`config.mk`:
```
export PLATFORM = sky130hd
export DESIGN_NAME = fir_mac_sequencer
export DESIGN_NICKNAME = d
export VERILOG_FILES = /design/src/rtl/fir_mac_sequencer.sv
export SDC_FILE = /design/constraint.sdc
export NUM_CORES = 1
export LEC_CHECK = 0
export ABC_AREA = 1
export CAP_MARGIN = 25
export CORE_MARGIN = 2
export CORE_UTILIZATION = 40
export DETAILED_ROUTE_END_ITERATION = 7
export PLACE_DENSITY = 0.59
export SYNTH_ARGS = -nofsm -noshare
export SYNTH_HDL_FRONTEND = slang
export SYNTH_SLANG_ARGS = --single-unit
```
`constraint.sdc`:
```
create_clock -name sys_clk -period 2.3 [get_ports sys_clk]
set_input_delay 0.23 -clock sys_clk [delete_from_list [all_inputs] [get_ports sys_clk]]
set_output_delay 0.23 -clock sys_clk [all_outputs]
set_load 0.02 [all_outputs]
```
`src/rtl/fir_mac_sequencer.sv`:
```
// Time-shared FIR sequencer: drives one external fix14 multiplier, one tap per clock, and accumulates the products.
// Output reduction: define FIR_SAT_EN to clamp to the signed D_W range; otherwise the accumulator is truncated.
module fir_mac_sequencer #(
  parameter int D_W     = 16,
  parameter int N_TAPS  = 8,
  parameter int ACC_W   = 24,
  parameter int MUL_LAT = 0
) (
  input  logic                      sys_clk,
  input  logic                      sys_rst_n,
  input  logic [D_W-1:0]            s_data,
  input  logic                      s_valid,
  output logic                      s_ready,
  input  logic                      coef_we,
  input  logic [$clog2(N_TAPS)-1:0] coef_addr,
  input  logic [D_W-1:0]            coef_data,
  input  logic                      buf_clr,
  output logic                      busy,
  output logic                      mul_ce,
  output logic [D_W-1:0]            mul_a,
  output logic [D_W-1:0]            mul_b,
  input  logic [D_W-1:0]            mul_p,
  output logic [D_W-1:0]            y_data,
  output logic                      y_valid,
  input  logic                      y_ready
);

  localparam int AW       = $clog2(N_TAPS);
  localparam int LAST_ACC = N_TAPS + MUL_LAT;
  localparam int CW       = $clog2(LAST_ACC + 2) + 1;

  typedef enum logic [1:0] {ST_IDLE, ST_MAC, ST_DRAIN, ST_OUT} state_t;

  state_t                     state_q, state_d;
  logic [CW-1:0]              cyc_q, cyc_d;
  logic [AW-1:0]              wr_ptr_q, wr_ptr_d;
  logic signed [ACC_W-1:0]    acc_q, acc_d;
  logic [N_TAPS-1:0][D_W-1:0] smp_q, smp_d;
  logic [N_TAPS-1:0][D_W-1:0] coef_q, coef_d;
  logic                       mul_ce_q, mul_ce_d;
  logic [D_W-1:0]             mul_a_q, mul_a_d;
  logic [D_W-1:0]             mul_b_q, mul_b_d;
  logic [D_W-1:0]             y_data_q, y_data_d;
  logic                       y_valid_q, y_valid_d;
  logic [AW-1:0]              rd_idx;

`ifdef FIR_SAT_EN
  localparam logic signed [ACC_W-1:0] SAT_MAX = ACC_W'((1 << (D_W - 1)) - 1);
  localparam logic signed [ACC_W-1:0] SAT_MIN = ~SAT_MAX;
`endif

  function automatic logic [D_W-1:0] reduce_acc(input logic signed [ACC_W-1:0] a);
`ifdef FIR_SAT_EN
    if (a > SAT_MAX)      reduce_acc = {1'b0, {(D_W-1){1'b1}}};
    else if (a < SAT_MIN) reduce_acc = {1'b1, {(D_W-1){1'b0}}};
    else                  reduce_acc = a[D_W-1:0];
`else
    reduce_acc = a[D_W-1:0];
`endif
  endfunction

  // Tap k reads the sample written k acceptances ago.
  assign rd_idx = wr_ptr_q - cyc_q[AW-1:0];

  // A clear in the same cycle as a sample wins, so the sample is not offered a handshake.
  assign s_ready = (state_q == ST_IDLE) && sys_rst_n && !buf_clr;
  assign busy    = (state_q != ST_IDLE);
  assign mul_ce  = mul_ce_q;
  assign mul_a   = mul_a_q;
  assign mul_b   = mul_b_q;
  assign y_data  = y_data_q;
  assign y_valid = y_valid_q;

  always_ff @(posedge sys_clk or negedge sys_rst_n) begin
    if (!sys_rst_n) begin
      state_q   <= ST_IDLE;
      cyc_q     <= '0;
      wr_ptr_q  <= '0;
      acc_q     <= '0;
      smp_q     <= '0;
      coef_q    <= '0;
      mul_ce_q  <= 1'b0;
      mul_a_q   <= '0;
      mul_b_q   <= '0;
      y_data_q  <= '0;
      y_valid_q <= 1'b0;
    end else begin
      state_q   <= state_d;
      cyc_q     <= cyc_d;
      wr_ptr_q  <= wr_ptr_d;
      acc_q     <= acc_d;
      smp_q     <= smp_d;
      coef_q    <= coef_d;
      mul_ce_q  <= mul_ce_d;
      mul_a_q   <= mul_a_d;
      mul_b_q   <= mul_b_d;
      y_data_q  <= y_data_d;
      y_valid_q <= y_valid_d;
    end
  end

  always_comb begin
    state_d   = state_q;
    cyc_d     = cyc_q;
    wr_ptr_d  = wr_ptr_q;
    acc_d     = acc_q;
    smp_d     = smp_q;
    coef_d    = coef_q;
    mul_ce_d  = 1'b0;
    mul_a_d   = '0;
    mul_b_d   = '0;
    y_data_d  = y_data_q;
    y_valid_d = y_valid_q;

    case (state_q)
      ST_IDLE: begin
        if (coef_we) coef_d[coef_addr] = coef_data;
        if (buf_clr) begin
          smp_d    = '0;
          wr_ptr_d = '0;
        end else if (s_valid) begin
          smp_d[wr_ptr_q] = s_data;
          acc_d           = '0;
          cyc_d           = '0;
          state_d         = ST_MAC;
        end
      end
      // cyc_q counts edges after acceptance: the edge taken with cyc_q == c is E(c+1).
      ST_MAC, ST_DRAIN: begin
        cyc_d = cyc_q + CW'(1);
        if (cyc_q < CW'(N_TAPS)) begin
          mul_a_d = smp_q[rd_idx];
          mul_b_d = coef_q[cyc_q[AW-1:0]];
        end
        mul_ce_d = (cyc_q < CW'(LAST_ACC));
        if (cyc_q >= CW'(1 + MUL_LAT) && cyc_q <= CW'(LAST_ACC))
          acc_d = acc_q + {{(ACC_W-D_W){mul_p[D_W-1]}}, mul_p};
        if (cyc_q == CW'(N_TAPS - 1)) state_d = ST_DRAIN;
        if (cyc_q == CW'(LAST_ACC + 1)) begin
          y_data_d  = reduce_acc(acc_q);
          y_valid_d = 1'b1;
          state_d   = ST_OUT;
        end
      end
      ST_OUT: begin
        if (y_ready) begin
          y_valid_d = 1'b0;
          wr_ptr_d  = wr_ptr_q + AW'(1);
          state_d   = ST_IDLE;
        end
      end
      default: state_d = ST_IDLE;
    endcase
  end

endmodule

```
==> metrics.md, run 1 <==
| Metric | Value |
|---|---|
| DR pass1 iterations | `5` |
| Distinct cells, synth | `42` |
| Kind of critical path | `reg2reg` |
| Worst-Margin Slew | `0.959 ns` |
| Leakage | `8.46 nW` |
| Async set-reset flop share out of synthesis | `100%` |
| Area grow syn2layout | `20.4%` |
| Vias | `12700` |
| Power Internal | `16.6 mW` |
| CTS Sinks | `332` |
| Final setup fails | `0` |
| Seq pwr share | `30.2%` |
| R2R Path Start | `wr_ptr_q[0]` |
| WL/cell | `18.0 microns` |
| Max FO, Critical Path | `23` |
| Post-route clock period utilization | `94.1%` |
| CP max stage delay | `0.54 ns` |
| Chip Height | `201 microns` |
| Layout cell share with drive strength beyond 1 | `10.1%` |
| Reg-to-reg endpoint | `mul_a[12]` |
| Starting Density | `40.4%` |
| Crit path max-delay cell type | `fa_1` |
| Mapped Avg Cell Area | `8.88 sq um` |
| CP Cell Sequence | `inv_2 -> ha_1 -> inv_1 -> fa_1 -> buf_4 -> a21oi_1 -> o21ai_0 -> nand2_1 -> nor2_1 -> nor3_2` |
| Max-Cap Viols | `0` |
| Switching power | `12.1 mW` |
| Final Critical Period | `2.16 ns` |
| Overall Power | `28.7 mW` |
| Leading cell types in the layout, fill and taps excluded | `dfrtp_1, o21ai_0, nand2_1, inv_1, o22ai_1` |
| Vias in the first global route | `12700` |
| HPWL after detailed placement | `25800 microns` |
| Register area share after synthesis | `53.4%` |
| Largest net degree at the start of global routing | `160` |
| Critical Path RT | `2.73 ns` |
| Clock slew at reported path FFs | `0.06 ns` |
| Skew final | `0.0150 ns` |
| Sw Share | `42.2%` |
| Combinational power share | `47.7%` |
| Die ar. | `0.0405 sq mm` |
| Syn Inst Count | `1753` |
| CTS Buf Count | `37` |
| Port Buffers | `108` |
| Die width | `201 microns` |
| Status | `finished, final reports clean` |
| #FFs+latches synth | `332` |
| Site Rows | `72` |
| Power Dens Cells | `1530 mW/mm^2` |
| YS warnings | `0` |
| DR DRC count | `0` |
| First-pass GRT wire length | `69900 microns` |
| Fillcell total | `3734` |
| Area after DPL | `0.0174 sq mm` |
| Initial DRC count | `1038` |
| Clock Latency Late Sink | `0.56 ns` |
| Critical Path AT | `2.59 ns` |
| IO Pins | `109` |
| Clock share of power | `22.1%` |
| GP Congestion | `0.845` |
| Clk buf depth | `3` |
| Hold crit path type | `in2async` |
| Commonest non-fill, non-tap cell in the layout | `dfrtp_1` |
| Remaining global-route overflow | `0` |
| Antenna diodes | `0` |
| Post-DRT Antenna Nets | `0` |
| FF-to-FF setup slack | `0.14 ns` |
| Vias/cell | `5.30` |
| Final Instance Area | `0.0187 sq mm` |
| Crit. End Element | `flip-flop` |
| H-tree Lvls | `2` |
| Core area | `0.0386 sq mm` |
| Syn Nets | `1834` |
| Sum of negative setup slack | `0 ns` |
| Worst Reg-to-Reg Cells | `10` |
| Initial antenna violation count | `0` |
| Finished Core Util | `48.6%` |
| Netlist Area Pre-Place | `0.0156 sq mm` |
| Max Slew Vio Count | `0` |
| Critical Path Start Type | `flip-flop` |
| RSZ-0062 raised after global routing | `no` |
| Primary FF master, synth | `dfrtp_1` |
| Root buf cell | `clkbuf_16` |
| Fmax | `462 MHz` |
| Worst relative slew slack | `36.1%` |
| CTS tree | `yes` |
| Final hold violations | `0` |
| Worst VDD drop | `0.973 mV` |
| EDFF count, synth | `0` |
| # nets final | `1941` |
| GRT Util Overall | `21.7%` |
| Routed WL | `43400 microns` |
## layer usage
layer	vias up	track usage, %	share of wire, %
met3	92	3.50	5.6
met5	-	0	0
met2	372	36.0	47
met4	0	9.03	3.4
met1	6200	28.4	44
li1	6084	-	-
## worst max-delay path: cells and delay by family, from the launching register on
| kind | cells | cell delay [ns] |
|---|---|---|
| and+or+nand+nor | 3 | 0.38 |
| adders and majority gates | 2 | 0.67 |
| AOI/OAI and AO/OA | 2 | 0.17 |
| buffers and inverters | 3 | 0.43 |
| DFF | 1 | 0.38 |
## metrics by stage
| step | setup WS (ns) | cells | hold WS, ns |
|---|---|---|---|
| after detailed placement | 0.0541 | 2338 | 0.113 |
| final | 0.137 | 2407 | 0.141 |
| after floorplan | 0.0386 | 1753 | -0.0656 |
| after global routing | 0.00412 | 2407 | 0.162 |
| after CTS | 0.0215 | 2407 | 0.127 |
| after global placement | 0.0886 | 2338 | 0.108 |
## cell usage after synthesis, types with 3 or more instances
cell / n / area [sq um]
a21oi_1: 93 / 465
o21ai_0: 279 / 1400
nor2_1: 139 / 522
nor3_2: 10 / 100
ha_1: 22 / 275
o22ai_1: 150 / 938
o21ai_1: 15 / 75.1
inv_2: 5 / 18.8
a21oi_4: 8 / 130
buf_4: 5 / 37.5
nand3b_1: 3 / 22.5
o22ai_2: 10 / 125
inv_1: 206 / 773
buf_2: 12 / 60.1
dfrtp_1: 332 / 8310
buf_6: 12 / 135
nor3_1: 12 / 60.1
nand3_4: 10 / 175
nand2_1: 270 / 1010
clkbuf_1: 66 / 248
nand3_1: 52 / 260
mux2_2: 10 / 113
## cell type report
type	count	area (sq um)	area share, %
repair buffers	166	1710	9.12
clock inverters	14	200	1.07
flip-flops and latches	332	8310	44.3
inverters	215	812	4.33
well taps	518	648	3.46
multi-input cells	1108	5950	31.8
clock buffers	54	1110	5.92
## state kept, by name (all words and copies together) (netlist names), 2 cells and up
signal / flops
coef_q: 128
smp_q: 128
mul_b: 16
acc_q: 16
state_q: 2
mul_a: 16
wr_ptr_q: 3
cyc_q: 5
y_data: 16
## worst max-delay path by stage
stage	from	to	slack (ns)	cells after the start
finish	wr_ptr_q[0]	mul_a[12]	0.14	10
global route	cyc_q[1]	acc_q[0]	0.004	9
CTS	wr_ptr_q[0]	mul_a[6]	0.02	7
detailed placement	wr_ptr_q[0]	mul_a[3]	0.05	7
global placement	wr_ptr_q[0]	mul_a[1]	0.09	7
floorplan	cyc_q[1]	mul_a[10]	0.04	10
## power by group through the flow
stage	logic, mW	registers (mW)	clock network, mW
floorplan	8.78	8.94	0
global placement	13.4	8.70	0
detailed placement	13.6	8.74	0
CTS	13.7	8.66	6.46
global route	15.2	8.86	6.69
finish	13.7	8.66	6.33
## cells by family after synthesis
| group | count (synthesis) | synth area share [%] |
|---|---|---|
| multiplexers | 12 | 0.868 |
| buffers and inverters | 313 | 8.48 |
| AND/OR/NAND/NOR | 508 | 14.4 |
| XOR/XNOR | 6 | 0.627 |
| flip-flops | 332 | 53.4 |
| adder cells (fa/ha/maj) | 24 | 2.03 |
| AO/OA/AOI/OAI | 558 | 20.3 |
## repair_timing
action,in CTS,in global routing
setup buffers,0,0
endpoints found under the setup margin,2,16
resized for setup,3,1
hold endpoints to repair,27,0
pin swaps,0,0
hold buffers,1,0
gates cloned,0,0
No activity file was read; power rests on OpenSTA's default activity.
==> run 2, diff against run 1 <==
Settings changed: CAP_MARGIN 25 to 20, RECOVER_POWER set to 100.
==> run 2 against run 1 <==
Register-to-register slack about the same. Clock-buffer cell count unchanged. Via count about the same. Highest routed layer unchanged. Routed wire length grew 0.11%. Final area fell by 1.4%. Largest cell class unchanged. Global-route usage unchanged. Hold slack lost 0.0067 ns. Combinational power down 4%. Sequential cell count stayed put. Core utilization decreased by 0.68 points.
==> metrics.md, run 2 (synthesized netlist as in run 1, its figures left out) <==
| Metric | Value |
|---|---|
| RSZ-0062 raised after global routing | `no` |
| Area grow syn2layout | `18.7%` |
| WL/cell | `18.1 microns (+0.11%)` |
| Commonest non-fill, non-tap cell in the layout | `dfrtp_1` |
| Critical Path RT | `2.73 ns (about the same)` |
| Leakage | `8.49 nW (+0.33%)` |
| Worst Reg-to-Reg Cells | `10 (unchanged)` |
| Critical Path Start Type | `flip-flop` |
| Final setup fails | `0 (unchanged)` |
| Max-Cap Viols | `0 (unchanged)` |
| FF-to-FF setup slack | `0.14 ns (about the same)` |
| First-pass GRT wire length | `69900 microns (unchanged)` |
| Chip Height | `201 microns (unchanged)` |
| Post-DRT Antenna Nets | `0 (unchanged)` |
| Hold crit path type | `in2async` |
| Fmax | `463 MHz (about the same)` |
| Worst VDD drop | `0.940 mV (-3.3%)` |
| Clk buf depth | `3 (unchanged)` |
| CTS tree | `yes` |
| DR pass1 iterations | `5 (unchanged)` |
| Fillcell total | `3773 (+1.0%)` |
| Clock Latency Late Sink | `0.56 ns (about the same)` |
| Dpl cells | `2338 (unchanged)` |
| Crit path max-delay cell type | `fa_1` |
| Area of the multi-input gates | `0.00579 sq mm (-2.7%)` |
| H-tree Lvls | `2 (unchanged)` |
| Sum of negative setup slack | `0 ns (unchanged)` |
| Crit path to | `mul_a[12]` |
| Vias/cell | `5.30 (about the same)` |
| Post-route clock period utilization | `94.0% (about the same)` |
| CTS Buf Count | `37 (unchanged)` |
| Initial antenna violation count | `0 (unchanged)` |
| HPWL after detailed placement | `25800 microns (unchanged)` |
| CP max stage delay | `0.54 ns (about the same)` |
| Final hold violations | `0 (unchanged)` |
| Final Critical Period | `2.16 ns (-0.00137 ns)` |
| Max Slew Vio Count | `0 (unchanged)` |
| Vias | `12800 (+0.071%)` |
| Power Dens Cells | `1530 mW/mm^2 (-0.26%)` |
| Kind of critical path | `reg2reg` |
| WP depth | `10 (unchanged)` |
| IO Pins | `109 (unchanged)` |
| Antenna diodes | `0 (unchanged)` |
| GRT Util Overall | `21.7% (unchanged)` |
| Core area | `0.0386 sq mm (unchanged)` |
| Worst-Margin Slew | `1.42 ns (+0.461 ns)` |
| Root buf cell | `clkbuf_16` |
| Site Rows | `72 (unchanged)` |
| CP top delay family | `adder cells` |
| Die width | `201 microns (unchanged)` |
| CP Cell Sequence | `inv_2 -> ha_1 -> inv_1 -> fa_1 -> buf_4 -> a21oi_1 -> o21ai_0 -> nand2_1 -> nor2_1 -> nor3_2` |
| Biggest regs | `coef_q x128, smp_q x128` |
| Register area | `0.00831 sq mm (unchanged)` |
| Leading cell types in the layout, fill and taps excluded | `dfrtp_1, o21ai_0, nand2_1, inv_1, o22ai_1` |
| Critical path buffers and inverters | `3 (unchanged)` |
| DR DRC count | `0 (unchanged)` |
| Min Hold Slack | `0.134 ns (-0.00668 ns)` |
| # nets final | `1941 (unchanged)` |
| Skew final | `0.0150 ns (-0.0000361 ns)` |
| Remaining global-route overflow | `0 (unchanged)` |
| Crit. End Element | `flip-flop` |
| Port Buffers | `108 (unchanged)` |
| GP Congestion | `0.845 (unchanged)` |
| Max FO, Critical Path | `23 (unchanged)` |
| Crit path from | `wr_ptr_q[0]` |
| Worst relative slew slack | `5.37% (-31 points)` |
| CTS Sinks | `332 (unchanged)` |
| Post-route insts no fill | `2407 (unchanged)` |
| Critical Path AT | `2.59 ns (about the same)` |
| R2R Path Start | `wr_ptr_q[0]` |
| Starting Density | `40.4% (unchanged)` |
| Vias in the first global route | `12700 (unchanged)` |
| Status | `finished, final reports clean` |
| Clock slew at reported path FFs | `0.06 ns (about the same)` |
| Post-CTS setup buffers | `0 (unchanged)` |
| Reg-to-reg endpoint | `mul_a[12]` |
| Routed WL | `43500 microns (+0.11%)` |
| Die ar. | `0.0405 sq mm (unchanged)` |
| Largest net degree at the start of global routing | `160 (unchanged)` |
| Layout cell share with drive strength beyond 1 | `8.89% (-1.2 points)` |
| Initial DRC count | `949 (-8.6%)` |
## run 2: worst min path at each step
stage                end  slack (ns)  cells past startpoint
2_1_floorplan   acc_q[0]       -0.07                      0
3_3_place_gp   smp_q[49]        0.11                      1
3_5_place_dp   smp_q[49]        0.11                      1
4_1_cts        smp_q[66]        0.13                      2
5_1_grt        smp_q[18]        0.16                      2
6_report       smp_q[49]        0.13                      2
## run 2: what timing repair did
action,4_1_cts,5_1_grt
hold buffers,1,0
endpoints found under the setup margin,2,16
gates resized for setup,3,1
hold endpoints to repair,27,0
## run 2: worst register-to-register path, delay by kind of cell (launching register included)
kind / cells / cell delay, ns
fa+ha+maj: 2 / 0.67
buf+inv: 3 / 0.43
compound gates: 2 / 0.18
simple gates: 3 / 0.38
flops: 1 / 0.38
## run 2: cell type report
cell class,instances,area share (%)
Clock inverter,14,1.08
Clock buffer,54,6.01
Multi-Input combinational cell,1108,31.3
Timing Repair Buffer,166,8.71
Tap cell,518,3.51
Sequential cell,332,45.0
Inverter,215,4.38
## run 2: metal layers
metal | vias up | wire length (microns) | track usage, %
met5 | - | 0 | 0
met4 | 0 | 1550 | 9.03
met3 | 95 | 2480 | 3.50
met2 | 387 | 20600 | 36.0
met1 | 6193 | 18800 | 28.4
li1 | 6082 | - | -
## run 2: stage by stage
| stage | utilization (%) | instance area [sq um] | setup WS, ns | power, mW |
|---|---|---|---|---|
| floorplan | - | 15600 | 0.0386 | 17.7 |
| global placement | 45.2 | 17400 | 0.0886 | 22.1 |
| detailed placement | 45.2 | 17400 | 0.0541 | 22.3 |
| global route | 47.9 | 18500 | 0.00651 | 30.3 |
| finish | 47.9 | 18500 | 0.138 | 28.2 |
| CTS | 48.6 | 18700 | 0.0215 | 28.8 |
## run 2: power by group
group | switching [mW] | total [mW] | internal, mW
Sequential | 0.917 | 8.64 | 7.72
Clock | 2.50 | 6.32 | 3.82
Combinational | 8.50 | 13.2 | 4.75
Total | 11.9 | 28.2 | 16.3
